<file path="config.mk">
export PLATFORM = sky130hd
export DESIGN_NAME = fifo_uart_tx
export DESIGN_NICKNAME = d
export VERILOG_FILES = /design/src/rtl/fifo_uart_tx.sv
export SDC_FILE = /design/constraint.sdc
export NUM_CORES = 1
export LEC_CHECK = 0
export CAP_MARGIN = 20
export CORE_ASPECT_RATIO = 0.8
export CORE_MARGIN = 1.5
export CORE_UTILIZATION = 35
export DETAILED_ROUTE_END_ITERATION = 8
export GPL_TIMING_DRIVEN = 0
export PLACE_DENSITY = 0.55
export SLEW_MARGIN = 30
export SYNTH_ARGS = -nofsm -noshare
export SYNTH_HDL_FRONTEND = slang
export SYNTH_SLANG_ARGS = --single-unit
</file>
<file path="constraint.sdc">
create_clock -name clk -period 3.9 [get_ports clk]
set_input_delay 0.975 -clock clk [delete_from_list [all_inputs] [get_ports clk]]
set_output_delay 0.975 -clock clk [all_outputs]
set_load 0.1 [all_outputs]
</file>
<file path="src/rtl/fifo_uart_tx.sv">
// fifo_uart_tx: drains a byte FIFO with one-cycle read latency and
// serialises each byte as 8N1, LSB first, on an idle-high line.
module fifo_uart_tx #(
    parameter int CLKS_PER_BIT = 4,
    parameter int CNT_W        = 16
) (
    input  logic       clk,
    input  logic       rst,
    input  logic       en,
    input  logic       fifo_empty,
    input  logic [7:0] fifo_dout,
    output logic       fifo_rd,
    output logic       tx,
    output logic       busy,
    output logic       frame_done
);

    localparam logic [2:0] S_IDLE  = 3'd0;
    localparam logic [2:0] S_RD    = 3'd1;
    localparam logic [2:0] S_LATCH = 3'd2;
    localparam logic [2:0] S_START = 3'd3;
    localparam logic [2:0] S_DATA  = 3'd4;
    localparam logic [2:0] S_STOP  = 3'd5;

    localparam logic [CNT_W-1:0] CNT_LAST = CNT_W'(CLKS_PER_BIT - 1);
    localparam logic [CNT_W-1:0] CNT_ONE  = CNT_W'(1);

    logic [2:0]       state_q, state_d;
    logic [CNT_W-1:0] cnt_q, cnt_d;
    logic [2:0]       idx_q, idx_d;
    logic [7:0]       shreg_q, shreg_d;
    logic             tx_q, tx_d;
    logic             rd_q, rd_d;
    logic             bit_end;

    assign bit_end = (cnt_q == CNT_LAST);

    // Next-state: frame sequencing, bit timing and shift register.
    always_comb begin
        state_d = state_q;
        cnt_d   = cnt_q;
        idx_d   = idx_q;
        shreg_d = shreg_q;
        tx_d    = tx_q;
        rd_d    = 1'b0;
        unique case (state_q)
            S_IDLE: begin
                tx_d = 1'b1;
                if (en && !fifo_empty) begin
                    state_d = S_RD;
                    rd_d    = 1'b1;
                end
            end
            S_RD: begin
                state_d = S_LATCH;
            end
            S_LATCH: begin
                // fifo_dout became valid at the edge that left RD.
                shreg_d = fifo_dout;
                tx_d    = 1'b0;
                cnt_d   = '0;
                state_d = S_START;
            end
            S_START: begin
                if (bit_end) begin
                    cnt_d   = '0;
                    idx_d   = '0;
                    tx_d    = shreg_q[0];
                    state_d = S_DATA;
                end else begin
                    cnt_d = cnt_q + CNT_ONE;
                end
            end
            S_DATA: begin
                if (bit_end) begin
                    cnt_d = '0;
                    if (idx_q == 3'd7) begin
                        tx_d    = 1'b1;
                        state_d = S_STOP;
                    end else begin
                        // shreg_q[0] is the bit on the line; [1] is next.
                        shreg_d = {1'b0, shreg_q[7:1]};
                        idx_d   = idx_q + 3'd1;
                        tx_d    = shreg_q[1];
                    end
                end else begin
                    cnt_d = cnt_q + CNT_ONE;
                end
            end
            S_STOP: begin
                if (bit_end) begin
                    cnt_d   = '0;
                    state_d = S_IDLE;
                end else begin
                    cnt_d = cnt_q + CNT_ONE;
                end
            end
            default: begin
                state_d = S_IDLE;
                cnt_d   = '0;
                tx_d    = 1'b1;
            end
        endcase
    end

    // State registers; reset drops any partial frame and pending read.
    always_ff @(posedge clk) begin
        if (rst) begin
            state_q <= S_IDLE;
            cnt_q   <= '0;
            idx_q   <= '0;
            shreg_q <= '0;
            tx_q    <= 1'b1;
            rd_q    <= 1'b0;
        end else begin
            state_q <= state_d;
            cnt_q   <= cnt_d;
            idx_q   <= idx_d;
            shreg_q <= shreg_d;
            tx_q    <= tx_d;
            rd_q    <= rd_d;
        end
    end

    assign fifo_rd    = rd_q;
    assign tx         = tx_q;
    assign busy       = (state_q != S_IDLE);
    assign frame_done = (state_q == S_STOP) && bit_end;

endmodule

</file>
After elaboration in Yosys (flattened, before gate mapping)

Cells that the tools add are included.

Register bits after elaboration: 32
Logic and storage cells: 57
Bits of input ports: 12

Equality and inequality tests: 13
Add/sub/neg operators: 2
Reductions and logical operators: 15
Bitwise gates (word level): 2
Mux-type cells: 19

Operators with widths:

| kind                                                              | number |
|---|---|
| 16-bit one-hot mux with 2 select lines                            | 1 |
| 3-bit two-way mux                                                 | 7 |
| 3-bit one-hot mux with 6 select lines                             | 1 |
| 16-bit by 1-bit adder with 16-bit output (second input constant)  | 1 |
| 16-bit by 2-bit == test with 1-bit output (second input constant) | 1 |
| 16-bit two-way mux                                                | 1 |
| 8-bit two-way mux                                                 | 2 |
| 8-bit one-hot mux with 2 select lines                             | 1 |
| 2-bit != test (second input constant)                             | 6 |
| 3-bit == test (second input constant)                             | 3 |
| 3-bit by 2-bit == test with 1-bit output (second input constant)  | 2 |
| 3-bit one-hot mux with 2 select lines                             | 1 |
| 3-bit AND reduction                                               | 2 |
| 2-bit OR reduction                                                | 3 |
| 5-bit AND reduction                                               | 1 |
| 1-bit two-way mux                                                 | 4 |
| 1-bit one-hot mux with 4 select lines                             | 1 |
| 4-bit AND reduction                                               | 1 |
| 2-bit nonzero test                                                | 2 |
| 3-bit by 1-bit adder with 3-bit output (second input constant)    | 1 |
| 3-bit by 1-bit == test with 1-bit output (second input constant)  | 1 |
| 3-bit logical NOT                                                 | 1 |
| 3-bit nonzero test                                                | 1 |
| 3-bit OR reduction                                                | 1 |
| 3 further kinds                                                   | 5 |

Logic depth before layout (Yosys ltp)

Depth in word-level cells: 4
Mapped depth: 6

Least setup slack after synthesis

No wires, ideal clock.

Kind: register to output
Start: register cnt_q[0]
End: output frame_done
Arrival: 2.649 ns
Path buffers: 1
Required time: 2.925 ns
Slack: 0.276 ns
Cell stages (with the launch flop): 7
Path through: dfxtp_1 > ha_1 > nor4b_1 > and4_1 > buf_4 > nand2_1 > nor2_1

Word-level cells in the longest chain between the ends: 2

Ends and longest elaborated chain:

| what                                      | RTL line | RTL |
|---|---|---|
| from (decl)                               | 29       | `logic [CNT_W-1:0] cnt_q, cnt_d;` |
| from (signal assigned)                    | 117      | `cnt_q <= cnt_d;` |
| 16-bit by 2-bit == test with 1-bit output | 36       | `assign bit_end = (cnt_q == CNT_LAST);` |
| 1-bit logical AND                         | 128      | `assign frame_done = (state_q == S_STOP) && bit_end;` |
| to (decl)                                 | 15       | `output logic frame_done` |

No other way between the ends.

Worst setup path after layout

Same ends and word-level chain as after synthesis.

==> reports/qor.txt <==
core area = 0.00465 mm²
1st-pass router iterations = 4
Final Non-Filler Cells = 277
Final Hold Viols = 0
final setup vio count = 0
Synth Area in Compound Gates = 0.140
cells after synthesis = 195
register area share after synthesis = 0.373
post-synthesis xor/xnor area fraction = 0.0509
largest net degree at the start of global routing = 11
gr ovfl total = 0
Rows = 22
synthesized area per cell = 8.82 µm²
Tmin final = 3.45 ns
simple logic cell fraction of the synthesized area = 0.282
Cell Area, Placed = 0.00194 mm²
RSZ-0062 raised after global routing = false
final net count = 232
number of synthesized register bits = 32
yosys warns = 0
Sink Count = 32
final worst path period share = 0.886
clock skew = 0.00451 ns
diode count = 0
Peak supply drop = 0.173 mV
main combinational cell family by area after synthesis = simple AND/OR/NAND/NOR gates
Port Buf Inserts = 15
routed len/inst = 13.8 µm
root buf cell = clkbuf_8
Critical Path RT = 2.92 ns
H-tree levels = 2
Total Routing Usage GR = 0.160
Crit Path Max Fanout = 10
hold-fix buffer count after cts = 0
Clock power frac = 0.370
Crit. End Element = output port
setup TNS = 0 ns
dominant cells by area after synthesis = dfxtp_1, mux2_2, nor3_1, mux2i_1, xor2_1
PwrDens = 358 mW/mm²
area of the multi-input gates = 1000 µm²
Vias = 1450
Post-Syn Area = 0.00172 mm²
filler instances = 478
post-synthesis adder-cell area fraction = 0.0218
first-pass GRT wire length = 6450 µm
Sw Share = 0.264
initial antenna violation count = 0
Skew-Pair Late Insertion Delay = 0.28 ns
Post-synth EDFFs = 0
Async S/R FF share, synth = 0
HP Class = reg2reg
outcome = finished, final reports clean
# DRC = 0
internal power = 0.000537 W
I/O pin cnt = 16
Worst Reg-to-Reg Cells = 6
Die Width = 81.4 µm
Area growth syn-to-layout = 18.4%
DR vias/cell = 5.23
switching power = 0.000192 W
Die Ht = 65.7 µm
post-synth top area cell = dfxtp_1
design area = 0.00204 mm²
CTS tree = done
worst slew pin tran = 0.970 ns
Finished Core Util = 0.438
Distinct cells, synth = 49
starting density of the core = 0.370
FF+latch area = 641 µm²
Final ANT Viol Nets = 0
HPWL after DPL = 2750 µm
worst hold path cell count = 2
combinational power share = 0.160
DRT iter0 DRCs = 50
clock transition at the registers of the reported paths = 0.06 ns
postcts setup bufs = 0
Bufs on Longest Clock Path = 2
maximum clock rate = 289 MHz
commonest register cell after synthesis = dfxtp_1
sequential power share = 0.470
gpl congestion = 0.796
dpl ws = 0.0518 ns
syn nets = 210
top cell type's share of synthesized area = 0.373
layout cell share with drive strength beyond 1 = 0.147
Die ar. = 0.00534 mm²
Final Worst Setup Slack = 0.445 ns
relative slew slack = 0.351
Worst Path Arrival = 2.48 ns
number of global-route vias before repair = 1289
CTS Buf Count = 5
Final Max Tran Viols = 0
mux contribution to synthesized area = 0.0866
Max Cap Viol = 0
startpoint types = flop
final WL = 3830 µm
critical path class = reg2out
P_leak = 0.694 nW
placed insts = 270
[synthesized netlist by cell type, types with 2 or more instances]
master,number
nand3b_1,2
nand4b_1,2
nor2b_1,8
nor4b_1,2
mux2i_1,7
buf_2,6
a211oi_1,2
a31oi_1,2
a21oi_1,9
mux2_2,7
nor4_1,3
xnor2_1,3
clkbuf_1,6
xor2_1,7
dfxtp_1,32
nor3b_1,2
nand3_1,8
o21ai_0,4
nand4_1,6
nand2_1,10
a221oi_1,2
nor3_1,15
or3_1,3
a21o_1,3
inv_1,5
ha_1,3
nor2_1,13
o31ai_1,2
[registers in the layout, indices dropped and copies added (netlist names)]
signal / flops
cnt_q: 16
shreg_q: 8
idx_q: 3
state_q: 3
fifo_rd: 1
tx: 1
[what timing repair did]
action	in CTS	in global routing
gates resized for setup	1	2
setup endpoints to repair	1	1
hold endpoints to repair	0	0
[worst max-delay path: stages, from the launching register on]
cell      delay [ns]
dfxtp_1         0.42
ha_1            0.32
nor4b_1         0.32
and4_1          0.31
buf_4           0.20
nand2_1         0.06
nor2_1          0.10
clkbuf_2        0.47
[per-stage QoR]
step / hold slack [ns] / total power [W]
2_1_floorplan: 0.453 / 0.000432
3_3_place_gp: 0.470 / 0.000467
3_5_place_dp: 0.476 / 0.000466
4_1_cts: 0.485 / 0.000741
5_1_grt: 0.507 / 0.000769
6_report: 0.483 / 0.000730
[area by class of cell]
cell class,instances,area share
sequential,32,0.315
tap,60,0.0369
inverter,5,0.00922
multi-input combinational,145,0.491
clock buffer,7,0.0473
timing repair buffer,15,0.0713
buffer,13,0.0295
[worst paths after layout]
check | start | endpoint | slack [ns]
setup reg to reg | idx_q[0] | tx | 1.75
hold reg to reg | idx_q[1] | idx_q[1] | 0.48
setup / recovery | cnt_q[0] | frame_done | 0.45
hold / removal | idx_q[1] | idx_q[1] | 0.48
[layer usage]
metal,vias to the layer above,share of wire,GRT usage
met2,29,0.36,0.201
met3,5,0.053,0.0458
li1,765,-,-
met1,651,0.58,0.247
met4,0,0.011,0.0582
met5,-,0,0
[kinds of logic after synthesis]
logic type,count (synthesis)
AOI/OAI and AO/OA,34
muxes,14
xor gates and xnor gates,10
buffers and inverters,18
DFF,32
adders and majority gates,3
and+or+nand+nor,84
[power by group through the flow]
stage               logic (W)  clock network, W  registers (W)
floorplan           0.0000723                 0       0.000360
global placement     0.000117                 0       0.000350
detailed placement   0.000116                 0       0.000350
CTS                  0.000117          0.000281       0.000343
global route         0.000127          0.000298       0.000344
finish               0.000117          0.000270       0.000343
[cells in the final DEF (no fill, tap or decap), types with 2 or more instances in the layout]
cell and count:
dfxtp_1 32, nor3_1 15, clkdlybuf4s50_1 14, nor2_1 13
nand2_1 10, a21oi_1 9, nor2b_1 8, nand3_1 8
xor2_1 7, mux2i_1 7, mux2_2 7, clkbuf_8 7
buf_2 6, clkbuf_1 6, nand4_1 6, inv_1 5
o21ai_0 4, or3_1 3, nor4_1 3, xnor2_1 3
a21o_1 3, ha_1 3, nor4b_1 2, nand4b_1 2
a31oi_1 2, nand3b_1 2, nor3b_1 2, a221oi_1 2
a211oi_1 2, o31ai_1 2
No activity file was read; power rests on OpenSTA's default activity.
